File: config.mk
export PLATFORM = sky130hd
export DESIGN_NAME = mem_access_arbiter
export DESIGN_NICKNAME = d
export VERILOG_FILES = /design/src/rtl/mem_access_arbiter.sv
export SDC_FILE = /design/constraint.sdc
export NUM_CORES = 1
export LEC_CHECK = 0
export CAP_MARGIN = 20
export CORE_MARGIN = 3
export CORE_UTILIZATION = 33
export DETAILED_ROUTE_END_ITERATION = 16
export GPL_TIMING_DRIVEN = 0
export PLACE_DENSITY = 0.88
export SYNTH_ARGS = -nofsm -noshare
export SYNTH_HDL_FRONTEND = slang
export SYNTH_SLANG_ARGS = --single-unit
File: constraint.sdc
create_clock -name clk -period 1.2 [get_ports clk]
set_input_delay 0.24 -clock clk [delete_from_list [all_inputs] [get_ports clk]]
set_output_delay 0.24 -clock clk [all_outputs]
set_load 0.01 [all_outputs]
File: src/rtl/mem_access_arbiter.sv
// Round-robin arbiter sharing one single-port memory between NUM_REQ requesters.
// Define MEM_ARB_LOCK_EN to add per-requester lock inputs and an ARB/LOCKED FSM.
module mem_access_arbiter #(
    parameter int NUM_REQ = 2,
    parameter int AW      = 32,
    parameter int DW      = 32,
    parameter int RD_LAT  = 2
) (
    input  logic                  clk,
    input  logic                  reset,
    input  logic [NUM_REQ-1:0]    req,
    input  logic [NUM_REQ-1:0]    we,
    input  logic [NUM_REQ*AW-1:0] addr,
    input  logic [NUM_REQ*DW-1:0] wdata,
`ifdef MEM_ARB_LOCK_EN
    input  logic [NUM_REQ-1:0]    lock,
`endif
    output logic [NUM_REQ-1:0]    gnt,
    output logic [NUM_REQ-1:0]    rvalid,
    output logic [DW-1:0]         rdata,
    output logic                  mem_write,
    output logic                  mem_read,
    output logic [AW-1:0]         mem_addr,
    output logic [DW-1:0]         mem_wdata,
    input  logic [DW-1:0]         mem_rdata
);

    localparam int IW = (NUM_REQ > 1) ? $clog2(NUM_REQ) : 1;

    function automatic logic [IW-1:0] next_idx(input logic [IW-1:0] i);
        if (int'(i) == NUM_REQ - 1) begin
            return '0;
        end else begin
            return i + 1'b1;
        end
    endfunction

    logic [IW-1:0] ptr_q, ptr_d;
    logic          gnt_vld_s;
    logic [IW-1:0] gnt_idx_s;
    int            cand_s;

    logic          mem_write_q, mem_read_q;
    logic [AW-1:0] mem_addr_q;
    logic [DW-1:0] mem_wdata_q;
    logic [IW-1:0] cmd_idx_q;
    logic          tag_vld_q [RD_LAT];
    logic [IW-1:0] tag_idx_q [RD_LAT];

`ifdef MEM_ARB_LOCK_EN
    typedef enum logic {ST_ARB = 1'b0, ST_LOCKED = 1'b1} state_t;
    state_t        state_q, state_d;
    logic [IW-1:0] owner_q, owner_d;
`endif

    // Arbitration: first requester at or after ptr wins; a lock owner blocks everyone else.
    always_comb begin
        gnt_vld_s = 1'b0;
        gnt_idx_s = '0;
        cand_s    = 0;
        for (int k = 0; k < NUM_REQ; k++) begin
            cand_s = (int'(ptr_q) + k) % NUM_REQ;
            if (!gnt_vld_s && req[IW'(cand_s)]) begin
                gnt_vld_s = 1'b1;
                gnt_idx_s = IW'(cand_s);
            end else begin
                gnt_vld_s = gnt_vld_s;
            end
        end
`ifdef MEM_ARB_LOCK_EN
        if (state_q == ST_LOCKED) begin
            gnt_vld_s = req[owner_q];
            gnt_idx_s = owner_q;
        end else begin
            gnt_vld_s = gnt_vld_s;
        end
`endif
        if (reset) begin
            gnt_vld_s = 1'b0;
        end else begin
            gnt_vld_s = gnt_vld_s;
        end
    end

    // One-hot grant decode.
    always_comb begin
        gnt = '0;
        if (gnt_vld_s) begin
            gnt[gnt_idx_s] = 1'b1;
        end else begin
            gnt = '0;
        end
    end

    // Pointer advance and optional lock FSM next state.
    always_comb begin
        ptr_d = ptr_q;
`ifdef MEM_ARB_LOCK_EN
        state_d = state_q;
        owner_d = owner_q;
        case (state_q)
            ST_ARB: begin
                if (gnt_vld_s) begin
                    ptr_d = next_idx(gnt_idx_s);
                    if (lock[gnt_idx_s]) begin
                        state_d = ST_LOCKED;
                        owner_d = gnt_idx_s;
                    end else begin
                        state_d = ST_ARB;
                    end
                end else begin
                    ptr_d = ptr_q;
                end
            end
            ST_LOCKED: begin
                if (!lock[owner_q]) begin
                    state_d = ST_ARB;
                    ptr_d   = next_idx(owner_q);
                end else begin
                    state_d = ST_LOCKED;
                end
            end
            default: begin
                state_d = ST_ARB;
            end
        endcase
`else
        if (gnt_vld_s) begin
            ptr_d = next_idx(gnt_idx_s);
        end else begin
            ptr_d = ptr_q;
        end
`endif
    end

`ifdef MEM_ARB_LOCK_EN
    // Lock FSM state register.
    always_ff @(posedge clk) begin
        if (reset) begin
            state_q <= ST_ARB;
            owner_q <= '0;
        end else begin
            state_q <= state_d;
            owner_q <= owner_d;
        end
    end
`endif

    // Pointer, command stage and read tag pipeline.
    always_ff @(posedge clk) begin
        if (reset) begin
            ptr_q       <= '0;
            mem_write_q <= 1'b0;
            mem_read_q  <= 1'b0;
            mem_addr_q  <= '0;
            mem_wdata_q <= '0;
            cmd_idx_q   <= '0;
            for (int i = 0; i < RD_LAT; i++) begin
                tag_vld_q[i] <= 1'b0;
                tag_idx_q[i] <= '0;
            end
        end else begin
            ptr_q       <= ptr_d;
            mem_write_q <= gnt_vld_s && we[gnt_idx_s];
            mem_read_q  <= gnt_vld_s && !we[gnt_idx_s];
            if (gnt_vld_s) begin
                mem_addr_q  <= addr[gnt_idx_s*AW +: AW];
                mem_wdata_q <= wdata[gnt_idx_s*DW +: DW];
                cmd_idx_q   <= gnt_idx_s;
            end else begin
                mem_addr_q  <= mem_addr_q;
            end
            // Tags enter with the issued mem_read so they emerge alongside mem_rdata.
            for (int i = RD_LAT - 1; i > 0; i--) begin
                tag_vld_q[i] <= tag_vld_q[i-1];
                tag_idx_q[i] <= tag_idx_q[i-1];
            end
            tag_vld_q[0] <= mem_read_q;
            tag_idx_q[0] <= cmd_idx_q;
        end
    end

    // Read return routing, combinational from mem_rdata.
    always_comb begin
        rvalid = '0;
        rdata  = '0;
        if (tag_vld_q[RD_LAT-1]) begin
            rvalid[tag_idx_q[RD_LAT-1]] = 1'b1;
            rdata                       = mem_rdata;
        end else begin
            rdata = '0;
        end
    end

    assign mem_write = mem_write_q;
    assign mem_read  = mem_read_q;
    assign mem_addr  = mem_addr_q;
    assign mem_wdata = mem_wdata_q;

endmodule

Word level (Yosys, flattened, before mapping)
Memory sizes are Yosys's and may differ from the RTL's.
Index checks and enable logic that the tools add are counted.
{"block": "totals", "register_bits": 68, "ramBits": 4, "wordCells": 55, "mem_count": 2}
{"memory": "tag_idx_q", "depth": 2, "width": 1, "read_ports": 2, "rd_ports_with_merged_regs": 0, "wr": 2, "line_no": "48", "source": "logic [IW-1:0] tag_idx_q [RD_LAT];"}
{"memory": "tag_vld_q", "depth": 2, "width": 1, "read_ports": 2, "rd_ports_with_merged_regs": 0, "wr": 2, "line_no": "47", "source": "logic tag_vld_q [RD_LAT];"}
{"block": "classes", "add_sub_neg": 2, "order_cmp": 6, "shift": 2, "mux": 26, "bitwise_logic": 4, "reduce_logical": 7}
{"operator": "$shiftx 64x7->32", "n": 2}
{"operator": "$mux 32", "n": 1}
{"operator": "$mux 1", "n": 21}
{"operator": "$lt 1x3->1 const B", "n": 2}
{"operator": "$logic_and 1x1->1", "n": 5}
{"operator": "$lt 1x2->1 const B", "n": 2}
{"operator": "$mux 2", "n": 2}
{"operator": "$or 1x1->1", "n": 4}
{"operator": "$add 1x1->1 const B", "n": 2}
{"operator": "$demux 1 s1", "n": 2}
{"operator": "$ge 1x1->1 const B", "n": 2}
{"operator": "$logic_not 1->1", "n": 2}

Longest topological paths before layout
Gate-level depths: netlist (run 1).
{"block": "depth", "ltp_word": 12, "ltp_mapped": 5, "mapped_depth_nobuf": 2}

Worst setup path after synthesis (run 1)
Ideal clock, no wire load.
{"block": "synth_timing", "kind": "register to register", "startpoint": "register ptr_q", "endpoint": "register mem_wdata_q[17], in the netlist mem_wdata[17]", "setup_ns": 0.086, "t_arrival_ns": 1.006, "required_time_ns": 1.114, "setup_slack_ns": 0.108, "stages_incl_launch_ff": 6, "n_path_buf": 3, "cell_sequence": "dfxtp_1 -> buf_4 -> buf_6 -> buf_12 -> mux2i_1 -> a211oi_1"}
{"block": "synth_between", "elab_chain_cells": 3, "elab_cells_between_ends": 4, "cone_classes": "add/sub: 1; shift: 1; mux: 2"}
{"item": "start, declared", "line_no": "38", "source": "logic [IW-1:0] ptr_q, ptr_d;"}
{"item": "start signal, assigned", "line_no": "163", "source": "ptr_q <= ptr_d;"}
{"item": "$add 1x1->1 or $mux 1 (tied branches)", "line_no": "62, 63"}
{"item": "$mux 1 (*)", "line_no": "63", "source": "if (!gnt_vld_s && req[IW'(cand_s)]) begin"}
{"item": "$shiftx 64x7->32 (*)", "line_no": "168", "source": "mem_wdata_q <= wdata[gnt_idx_s*DW +: DW];"}
{"item": "end signal, assigned", "line_no": "168"}
{"item": "end, declared", "line_no": "45", "source": "logic [DW-1:0] mem_wdata_q;"}
Mark *: on every way between the ends. The rest lies on a longest branch, timed or not.
A chain may end at the register's enable or synchronous reset.

==> results.json, run 1 <==
{
  "outcome": "finished with violations",
  "violations": "negative setup slack",
  "start_util_pct": 34.8,
  "cp_max_fo": 10,
  "synth_top_area_share_pct": 43.8,
  "critPathCaptureType": "output port",
  "fin_setup_tns_ns": -4.61,
  "max-slew-margin-rel_pct": 66.1,
  "cts_sinks": 72,
  "numCtsBuffers": 9,
  "fin_skew_ns": 0.00808,
  "ys_seq_area_share_pct": 43.8,
  "power_leakage_nw": 2.64,
  "hold_class": "input pin to flip-flop",
  "final_common_cell": "clkdlybuf4s50_1",
  "ant_nets": 0,
  "maxCapViolations": 0,
  "die_area_mm2": 0.0112,
  "synthTopCellsByArea": "dfxtp_1 44%, mux2i_1 20%, a211oi_1 15%, nor2_1 7.9%, and2_1 6.3%",
  "finalPower_mw": 6.36,
  "hpwl_um": 10200,
  "wl_per_cell_um": 17.3,
  "r2r-end": "mem_addr[6]$_SDFFE_PP0P_",
  "worst_ep_arrival_time_ns": 1.11,
  "first_pass_iters": 4,
  "worst_pin_slew_ns": 0.508,
  "n_antenna_cell": 0,
  "rsz0062_at_grt": "yes",
  "viasPerCell": 4.78,
  "layout-drive-gt1-share_pct": 25.9,
  "start_kind": "flip-flop",
  "yosysTopAreaCell": "dfxtp_1",
  "period_needed_ns": 1.35,
  "cp.required_ns": 0.96,
  "numPortBuffers": 264,
  "cts_tree": "built",
  "drt_iter0_markers": 145,
  "max_freq_mhz": 739,
  "final_cell_mix": "162 x clkdlybuf4s50_1, 67 x nor2_1, 64 x dfxtp_1",
  "hold_violations": 0,
  "setup_viol": 41,
  "r2r_start": "ptr_q$_SDFFE_PP0P_",
  "dp.cells": 740,
  "register_area_mm2": 0.00146,
  "clk_pin_slew_ns": 0.07,
  "htreeDepth": 3,
  "route.detailed.drc": 0,
  "grt_first_pass_wirelength_um": 19600,
  "die_w_um": 106,
  "grt_pass1_vias": 3784,
  "die_y_um": 106,
  "synth_fp_nets": 513,
  "nFillCells": 789,
  "cts_hold_buf": 0,
  "hold_start": "req[0]",
  "rows": 35,
  "synthToLayoutAreaGrowth_pct": 92.8,
  "finalMaxSlewViolations": 0,
  "ys_types": 15,
  "fin_ws_ns": -0.153,
  "via_count": 3654,
  "hold_end": "mem_read$_SDFF_PP0_",
  "hold_slack_ns": 0.334,
  "multi_input_area_mm2": 0.00180,
  "worstSetupPathType": "flip-flop to output port",
  "cts-root-buf": "clkbuf_8",
  "clock_latency_ns": 0.33,
  "synth-seq-cells": 72,
  "place.gp.congestion": 0.882,
  "grt_max_degree": 13,
  "peakVddDrop_mv": 0.572,
  "postSynthAreaPerCell_um2": 9.48,
  "instances_no_fill": 765,
  "fin_nets": 797,
  "grt_overflow": 0,
  "holdPathStages": 3,
  "io_pins": 268,
  "grt_antenna_before_repair": 0,
  "grt_use_total_pct": 22.0,
  "yosys_warnings": 0,
  "clock_path_buffers": 2,
  "pre_cts_ws_ns": -0.518,
  "r2r_setup_slack_ns": -0.03,
  "mappedNetlistArea_mm2": 0.00329,
  "syn_inst": 347,
  "core_area_mm2": 0.00946,
  "fin_crit_sh_pct": 113,
  "reg2regPathDepth": 5,
  "p_per_area_mw_per_mm2": 1000,
  "totalWireLength_um": 13200
}
==> worst max path at each step <==
stage                                      end  slack (ns)                        from  depth (start not counted)
CTS                                   rdata[5]       -0.19  tag_vld_q[0][1]$_SDFF_PP0_                          3
floorplan           mem_wdata[17]$_SDFFE_PP0P_        0.11          ptr_q$_SDFFE_PP0P_                          5
detailed placement                      gnt[1]       -0.52                       reset                          4
global placement                        gnt[1]       -0.52                       reset                          4
finish                                rdata[4]       -0.15  tag_vld_q[0][1]$_SDFF_PP0_                          3
global route                          rdata[1]       -0.23  tag_vld_q[0][1]$_SDFF_PP0_                          3
==> what timing repair did <==
| action | 4_1_cts | 5_1_grt |
|---|---|---|
| resized for setup | 304 | 115 |
| buffers inserted | 6 | 2 |
| gates cloned | 2 | 0 |
| hold endpoints to repair | 0 | 0 |
| setup endpoints to repair | 114 | 155 |
| pin swaps | 24 | 1 |
==> cell type report <==
class	instances	share of cell area, %
Sequential cell	72	23.0
Clock inverter	6	0.947
Multi-Input combinational cell	240	28.4
Timing Repair Buffer	274	39.1
Clock buffer	10	2.01
Tap cell	129	2.55
Inverter	1	0.0987
Buffer	33	3.95
==> metal layers <==
layer / part of all wire, % / vias to the layer above / wire length [um] / GRT usage, %
li1: - / 1783 / - / -
met1: 36 / 1681 / 4710 / 21.7
met2: 53 / 178 / 7010 / 42.4
met3: 9.7 / 12 / 1290 / 8.82
met4: 1.5 / 0 / 200 / 5.09
met5: 0 / - / 0 / 0
==> sequential cells by signal, indices dropped and copies added, names as in the netlist <==
register / count
mem_addr: 32
mem_wdata: 32
tag_idx_q: 2
tag_vld_q: 2
cmd_idx_q: 1
mem_read: 1
mem_write: 1
ptr_q: 1
==> kinds of logic after synthesis <==
family / Yosys count / synth area share, %
AO/OA/AOI/OAI: 64 / 14.6
XOR/XNOR: 1 / 0.266
buffers and inverters: 35 / 5.71
flip-flops: 72 / 43.8
multiplexers: 66 / 20.1
AND/OR/NAND/NOR: 109 / 15.5
==> cells in the mapped netlist <==
cell	n
dfxtp_1	72
nor2_1	69
mux2i_1	66
a211oi_1	64
and2_1	33
clkbuf_1	18
buf_2	7
buf_4	6
nor2b_1	6
buf_12	1
buf_6	1
clkbuf_2	1
inv_1	1
nand2b_1	1
xnor2_1	1
==> metrics by stage <==
stage | util, % | cell area (um^2)
2_1_floorplan | - | 3290
3_5_place_dp | 64.4 | 6090
4_1_cts | 67.1 | 6340
6_report | 67.0 | 6340
3_3_place_gp | 64.4 | 6090
5_1_grt | 67.0 | 6340
==> critical path: stages, from the launching register on <==
cell and delay [ns]:
dfxtp_4 0.38, buf_8 0.14, and2_1 0.13, buf_2 0.14
==> report_power, final <==
part | internal (mW) | leakage (nW) | switching (mW) | total (mW)
Sequential | 2.57 | 0.601 | 0.0994 | 2.67
Combinational | 1.11 | 1.95 | 0.758 | 1.87
Clock | 0.950 | 0.0920 | 0.871 | 1.82
Total | 4.63 | 2.64 | 1.73 | 6.36
Note: power is estimated with default switching activity, not from simulation.
==> run 2: changes to the inputs <==
- PLACE_DENSITY: 0.88 -> 0.82
==> run 2 against run 1 <==
The flow still finishes with violations (negative setup slack). Highest routed layer unchanged. Final cell count down 0.26%. Largest cell class unchanged. Clock power increased by 15%. Maximum frequency fell by 1.8%. Non-clock buffer count shrank 2. Sequential power about the same.
==> results.json, run 2 (same netlist as run 1, synthesis figures left out) <==
{
  "fin_ws_ns": -0.178,
  "violations": "negative setup slack",
  "n_antenna_cell": 0,
  "drt_iter0_markers": 87,
  "start_kind": "flip-flop",
  "worstSetupPathType": "flip-flop to output port",
  "period_needed_ns": 1.38,
  "cts_tree": "built",
  "finalMaxSlewViolations": 0,
  "startpoint": "tag_vld_q[0][1]$_SDFF_PP0_",
  "fin_setup_tns_ns": -5.40,
  "core_area_mm2": 0.00946,
  "synthToLayoutAreaGrowth_pct": 92.9,
  "die_y_um": 106,
  "path_cells": "buf_8 > and2_1 > buf_6",
  "ant_nets": 0,
  "grt_first_pass_wirelength_um": 18800,
  "p_per_area_mw_per_mm2": 1040,
  "worst_ep_arrival_time_ns": 1.14,
  "first_pass_iters": 4,
  "cts_hold_buf": 0,
  "rsz0062_at_grt": "yes",
  "cts_sinks": 72,
  "hpwl_um": 10200,
  "fin_nets": 795,
  "met1_length_um": 4760,
  "grt_pass1_vias": 3533,
  "clk_pin_slew_ns": 0.07,
  "route.met2.wl_um": 6970,
  "worst_pin_slew_ns": 0.519,
  "grt_overflow": 0,
  "cp_max_fo": 10,
  "clock_latency_ns": 0.34,
  "cp_num_buf_inv": 2,
  "layout-drive-gt1-share_pct": 28.1,
  "critical_path.max_stage_delay_ns": 0.41,
  "max_freq_mhz": 726,
  "cp_top_family": "flip-flops",
  "start_util_pct": 34.8,
  "hold_class": "input pin to flip-flop",
  "io_pins": 268,
  "grt_use_total_pct": 21.5,
  "numPortBuffers": 264,
  "hold_violations": 0,
  "fin_skew_ns": 0.00682,
  "setup_viol": 38,
  "r2r_start": "ptr_q$_SDFFE_PP0P_",
  "cp.required_ns": 0.96,
  "r2r_setup_slack_ns": -0.01,
  "hold_slack_ns": 0.334,
  "cts-root-buf": "clkbuf_8",
  "wl_met3_um": 1250,
  "totalWireLength_um": 13100,
  "route.detailed.drc": 0,
  "crit_path_top_delay_cell": "dfxtp_4",
  "clock_path_buffers": 2,
  "final_cell_mix": "162 x clkdlybuf4s50_1, 68 x nor2_1, 68 x dfxtp_1",
  "via_count": 3652,
  "wl_per_cell_um": 17.2,
  "grt_antenna_before_repair": 0,
  "place.gp.congestion": 0.815,
  "hold_start": "req[0]",
  "die_w_um": 106,
  "top_layer_used": "met4",
  "max-slew-margin-rel_pct": 65.4,
  "critPathCaptureType": "output port",
  "die_area_mm2": 0.0112,
  "grt_max_degree": 13,
  "numCtsBuffers": 9,
  "fin_crit_sh_pct": 115,
  "htreeDepth": 3,
  "peakVddDrop_mv": 0.757,
  "maxCapViolations": 0,
  "power_leakage_nw": 2.67,
  "final_common_cell": "clkdlybuf4s50_1",
  "viasPerCell": 4.79,
  "outcome": "finished with violations",
  "rows": 35
}
run 2: report_power, final:
part	total, mW	switching [mW]	internal (mW)	leakage, nW
clock	2.10	0.889	1.22	0.112
combinational	1.80	0.733	1.07	1.96
sequential	2.67	0.0956	2.57	0.600
total	6.57	1.72	4.86	2.67
run 2: final cells by class:
cell class                 count  area [um^2]
buffer                        31          219
clock buffer                  10          138
clock inverter                 6         82.6
fill                         758         3120
inverter                       1         3.75
multi-input combinational    240         1810
sequential                    72         1450
tap                          129          161
timing repair buffer         274         2480
run 2: worst paths after layout:
kind	endpoint	cells after the start
hold / removal	mem_read$_SDFF_PP0_	3
setup reg to reg	mem_addr[3]$_SDFFE_PP0P_	5
setup / recovery	rdata[2]	3
hold reg to reg	tag_vld_q[0][1]$_SDFF_PP0_	1
run 2: tightest hold or removal path, cell delays in order:
cell	delay [ns]
clkbuf_2	0.11
nand2b_1	0.20
nor2b_1	0.07
run 2: repair_timing:
action,4_1_cts,5_1_grt
setup endpoints to repair,113,148
buffers inserted,6,1
pin swaps,41,3
cloned,2,1
resized for setup,335,121
run 2: layer usage:
layer / global-route usage, % / up-vias
li1: - / 1780
met1: 22.0 / 1705
met2: 40.3 / 157
met3: 9.12 / 10
met4: 4.72 / 0
met5: 0 / -
run 2: stage by stage:
step	cells	util [%]	cell area [um^2]	setup WS (ns)	power, mW
2_1_floorplan	347	-	3290	0.108	3.42
3_3_place_gp	740	64.4	6090	-0.457	4.46
3_5_place_dp	740	64.4	6090	-0.483	4.49
4_1_cts	764	67.6	6390	-0.203	6.64
5_1_grt	763	67.1	6340	-0.226	6.89
6_report	763	67.1	6340	-0.178	6.57
==> RTL change 1: new RTL, config.mk and constraints of run 1 <==
Build with the macro `MEM_ARB_LOCK_EN` defined.
--- a/src/rtl/mem_access_arbiter.sv
+++ b/src/rtl/mem_access_arbiter.sv
@@ -1,5 +1,7 @@
 // Round-robin arbiter sharing one single-port memory between NUM_REQ requesters.
 // Define MEM_ARB_LOCK_EN to add per-requester lock inputs and an ARB/LOCKED FSM.
+`define MEM_ARB_LOCK_EN
+
 module mem_access_arbiter #(
     parameter int NUM_REQ = 2,
     parameter int AW      = 32,
Ports: changed (added lock); port bits go from 268 to 270. No check against the original RTL was run, so the function may have changed too.
==> RTL change 1 against run 1 <==
- hold slack better by 0.049 ns
- worst setup slack got worse by 0.34 ns
- power rose by 44%
- first-iteration DRC count increased to 4.2 times the old value
- the run still ends with setup timing left
- synthesized cell count increased by 76%
- count of clock-buffer cells in the layout did not move
- sequential cell count is 2 higher
- non-clock buffer count rose by 95
- area after synthesis grew 47%
- wire length increased by 90%
- cell area increased by 55%
- largest power group is now combinational cells
- sequential share of layout area down 7.7 points
==> RTL change 1: results (changes against run 1) <==
| Metric | Value |
|---|---|
| Avg Inst Size Synth | 7.89 um2 (was 9.48 um2) |
| Overall routing resource usage | 0.273 (was 0.220) |
| Internal power | 6340 uW (was 4630 uW) |
| Hold depth | 2 (was 3) |
| Routing usage on met2 | 0.466 (was 0.424) |
| Max VDD drop | 0.553 mV (was 0.572 mV) |
| R2r worst-path depth | 8 (was 5) |
| Skew final | 0.00587 ns (was 0.00808 ns) |
| Crit path max fanout | 5 (was 10) |
| Layout cells sized above 1 | 0.398 (was 0.259) |
| Vias per cell | 5.97 (was 4.78) |
| Fill cells | 1029 (was 789) |
| Drt pass-1 iters | 5 (was 4) |
| Critical Path Max Stage Delay | 0.33 ns (was 0.38 ns) |
| 1st-iter DRT viols | 616 (was 145) |
| Root buffer cell | clkbuf_16 (was clkbuf_8) |
| # setup viols final | 106 (was 41) |
| Failing checks | setup timing (unchanged) |
| Worst R2R Start | state_q (was ptr_q) |
| Critical R2R Capture | mem_addr[7] (was mem_addr[6]) |
| Met1 track demand over resource | 0.333 (was 0.217) |
| WHS Endpoint | tag_vld_q[0][1] (was mem_read) |
| Vias in the first global route | 6561 (was 3784) |
| WL per Instance | 22.3 um (was 17.3 um) |
| Setup ws final | -0.491 ns (was -0.153 ns) |
| Slowest CP cell | dfxtp_2 (was dfxtp_4) |
| Outcome | finished, violations left (unchanged) |
| Worst slew margin | 0.431 (was 0.661) |
| Setup TNS | -30.47 ns (was -4.61 ns) |
| DP Worst Slack | -0.915 ns (was -0.518 ns) |
| Met3 GRT Util | 0.0514 (was 0.0882) |
| WP data arrival | 1.45 ns (was 1.11 ns) |
| Hold_ws | 0.383 ns (was 0.334 ns) |
RTL change 1: cell count changes in the layout (fill, tap and decap cells not counted), sizes merged, moves of 65 or more:
cell    delta
mux2i     -66
a311oi    +65
a21o      +65
buf       +86
nor2      -65
nand3     +65
nand2     +67
nor3      +65
RTL change 1: logic make-up (layout without fill, tap and decap cells):
logic type | after synthesis | after routing | synth area share
buffers and inverters | 85 | 419 | 0.0872
AO/OA/AOI/OAI | 204 | 204 | 0.347
multiplexers | 2 | 2 | 0.00467
XOR/XNOR | 1 | 1 | 0.00182
AND/OR/NAND/NOR | 245 | 245 | 0.252
flip-flops | 74 | 74 | 0.307
RTL change 1: layout make-up:
type	count	area, um2	area share
Tap cell	180	225	0.0229
Inverter	1	3.75	0.000381
Clock buffer	10	239	0.0243
Sequential cell	74	1510	0.153
Multi-Input combinational cell	452	3640	0.369
Timing Repair Buffer	319	3300	0.335
Buffer	83	857	0.0870
Clock inverter	6	80.1	0.00813
RTL change 1: power groups by stage:
stage,Combinational (uW),Clock [uW],Sequential (uW)
6_report,3260,3010,2860
5_1_grt,3440,3100,2880
4_1_cts,2890,3010,2830
3_5_place_dp,2710,0,2880
3_3_place_gp,2670,0,2870
2_1_floorplan,1250,0,2960
RTL change 1: metal layers:
| layer | up-vias | part of all wire | wire (um) |
|---|---|---|---|
| met5 | - | 0 | 0 |
| met4 | 0 | 0.043 | 1090 |
| met3 | 97 | 0.079 | 1980 |
| met2 | 422 | 0.49 | 12400 |
| met1 | 3212 | 0.38 | 9600 |
| li1 | 2988 | - | - |
RTL change 1: repair_timing:
| item | in CTS | in global routing |
|---|---|---|
| endpoints found under the setup margin | 172 | 145 |
| pin swaps | 30 | 64 |
| resized for setup | 452 | 195 |
| endpoints found under the hold margin | 0 | 0 |
| buffers inserted | 27 | 14 |
| cloned | 7 | 8 |
==> RTL change 2: new RTL, config.mk and constraints of run 1 <==
Made on the original files. The parameter `DW` goes from 32 to 48.
--- a/src/rtl/mem_access_arbiter.sv
+++ b/src/rtl/mem_access_arbiter.sv
@@ -3,7 +3,7 @@
 module mem_access_arbiter #(
     parameter int NUM_REQ = 2,
     parameter int AW      = 32,
-    parameter int DW      = 32,
+    parameter int DW      = 48,
     parameter int RD_LAT  = 2
 ) (
     input  logic                  clk,
Interface: changed (resized mem_rdata, mem_wdata, rdata and wdata); port bits go from 268 to 348. No check against the original RTL was run, so the function may have changed too.
==> RTL change 2 against run 1 <==
- hold slack gained 0.043 ns
- sequential share of layout area is 2.8 points lower
- via count up 35%
- fmax decreased by 3.5%
- critical endpoint is now rvalid[1]
- sequential cell count is 16 higher
- wire length increased by 44%
- the flow still finishes with violations (setup timing)
- area after synthesis is 26% higher
- first-iteration DRC count grew 21%
- utilization rose by 5.1 points
- cell area grew 38%
- power increased by 39%
- worst setup slack worse by 0.049 ns
- global-route usage up 2.6 points
- count of clock-buffer cells in the layout unchanged
==> RTL change 2: results (changes against run 1) <==
| Metric | Value |
|---|---|
| Vias per cell | 5.04 (was 4.78) |
| CP Launch Point | tag_vld_q[0][1] (unchanged) |
| DP Area | 0.00779 mm2 (was 0.00609 mm2) |
| HP Class | in -> reg (unchanged) |
| PortBufs | 344 (was 264) |
| Fin nets | 1019 (was 797) |
| Initial antenna violation count | 0 (unchanged) |
| Setup TNS | -9.09 ns (was -4.61 ns) |
| Synth cell types | 15 (unchanged) |
| 1st-iter DRT viols | 175 (was 145) |
| Drt pass-1 iters | 4 (unchanged) |
| Max VDD drop | 0.629 mV (was 0.572 mV) |
| CTS H-tree depth | 3 (unchanged) |
| Ant. Diodes | 0 (unchanged) |
| Dpl hpwl | 13900 um (was 10200 um) |
| Setup ws final | -0.201 ns (was -0.153 ns) |
| Skew final | 0.00724 ns (was 0.00808 ns) |
| Crit path max fanout | 10 (unchanged) |
| Clock Pin Slew Worst Setup and Hold Paths | 0.06 ns |
| Worst skew pair latency | 0.32 ns |
| Final wirelength | 19000 um (was 13200 um) |
| Largest net degree at the start of global routing | 14 (was 13) |
| Fill cells | 882 (was 789) |
| Post-synth ARST share | 0 (unchanged) |
| Hold_ws | 0.377 ns (was 0.334 ns) |
| Reg2Reg Setup Slack | -0.09 ns (was -0.03 ns) |
| Avg Inst Size Synth | 9.50 um2 (was 9.48 um2) |
| Layout cells sized above 1 | 0.282 (was 0.259) |
| Top cells by area, synth | dfxtp_1, mux2i_1, a211oi_1 (unchanged) |
| Syn Nets | 650 (was 513) |
| CTS Buf Count | 9 (unchanged) |
| Largest register FFs | 48 |
| Routability Congestion | 0.837 (was 0.882) |
| DP Worst Slack | -0.496 ns (was -0.518 ns) |
| FF/Latch Area | 0.00177 mm2 (was 0.00146 mm2) |
| Worst slew pin tran | 0.586 ns (was 0.508 ns) |
| WP data arrival | 1.16 ns (was 1.11 ns) |
| Max clock buf depth | 2 (unchanged) |
| # setup viols final | 102 (was 41) |
| Vias | 4919 (was 3654) |
| Yosys warnings | 0 (unchanged) |
| First-pass GRT wire length | 27600 um (was 19600 um) |
| Inst Count DP | 948 (was 740) |
| Worst R2R Start | ptr_q (unchanged) |
| HP Start | req[0] (unchanged) |
| Overall routing resource usage | 0.246 (was 0.220) |
| Failing checks | setup timing (unchanged) |
| Top cells by count, synth | dfxtp_1, nor2_1, mux2i_1 (unchanged) |
| Sequential fraction of the synthesis area | 0.426 (was 0.438) |
| Root buffer cell | clkbuf_16 (was clkbuf_8) |
| LEAKAGE | 0.00352 uW (was 0.00264 uW) |
| Outcome | finished, violations left (unchanged) |
| Vias in the first global route | 5086 (was 3784) |
## RTL change 2: cell types whose count changed after synthesis, moves of 2 or more
cell and delta:
a211oi_1 +16, and2_1 +16, dfxtp_1 +16, mux2i_1 +16, nor2_1 +16, clkbuf_1 +6, buf_12 +4, buf_4 -3
buf_1 +2
## RTL change 2: final timing paths
kind | to | cells past startpoint
setup / recovery | rvalid[1] | 3
setup reg to reg | mem_addr[12] | 6
hold reg to reg | tag_vld_q[0][1] | 1
hold / removal | mem_read | 3
## RTL change 2: cells by family after synthesis
| logic type | synth area share |
|---|---|
| AND/OR/NAND/NOR | 0.162 |
| flip-flops | 0.426 |
| multiplexers | 0.198 |
| AO/OA/AOI/OAI | 0.145 |
| buffers and inverters | 0.0674 |
| XOR/XNOR | 0.00212 |
## RTL change 2: repair_timing
action / in CTS / in global routing
gates cloned: 6 / 2
pin swaps: 40 / 42
setup buffers: 7 / 4
gates resized for setup: 391 / 196
endpoints found under the setup margin: 165 / 199
## RTL change 2: where the power goes
part | switching [uW] | internal [uW]
clock network | 1100 | 1580
logic | 1160 | 1690
registers | 130 | 3150
total | 2390 | 6430
## RTL change 2: worst max-delay path: stages (launching register included)
cell and delay, ns:
dfxtp_4 0.39, clkbuf_8 0.17, and2_1 0.14, buf_2 0.15
## RTL change 2: layer usage
| metal | wire length [um] | track usage |
|---|---|---|
| met4 | 654 | 0.0960 |
| met1 | 6550 | 0.254 |
| met3 | 1300 | 0.0639 |
| met2 | 10500 | 0.469 |
| met5 | 0 | 0 |
## RTL change 2: final cells by class
class	instances	area share
timing repair buffer	358	0.388
multi-input combinational	304	0.311
sequential	88	0.202
buffer	43	0.0435
clock buffer	10	0.0261
tap	168	0.0240
clock inverter	4	0.00542
inverter	1	0.000428
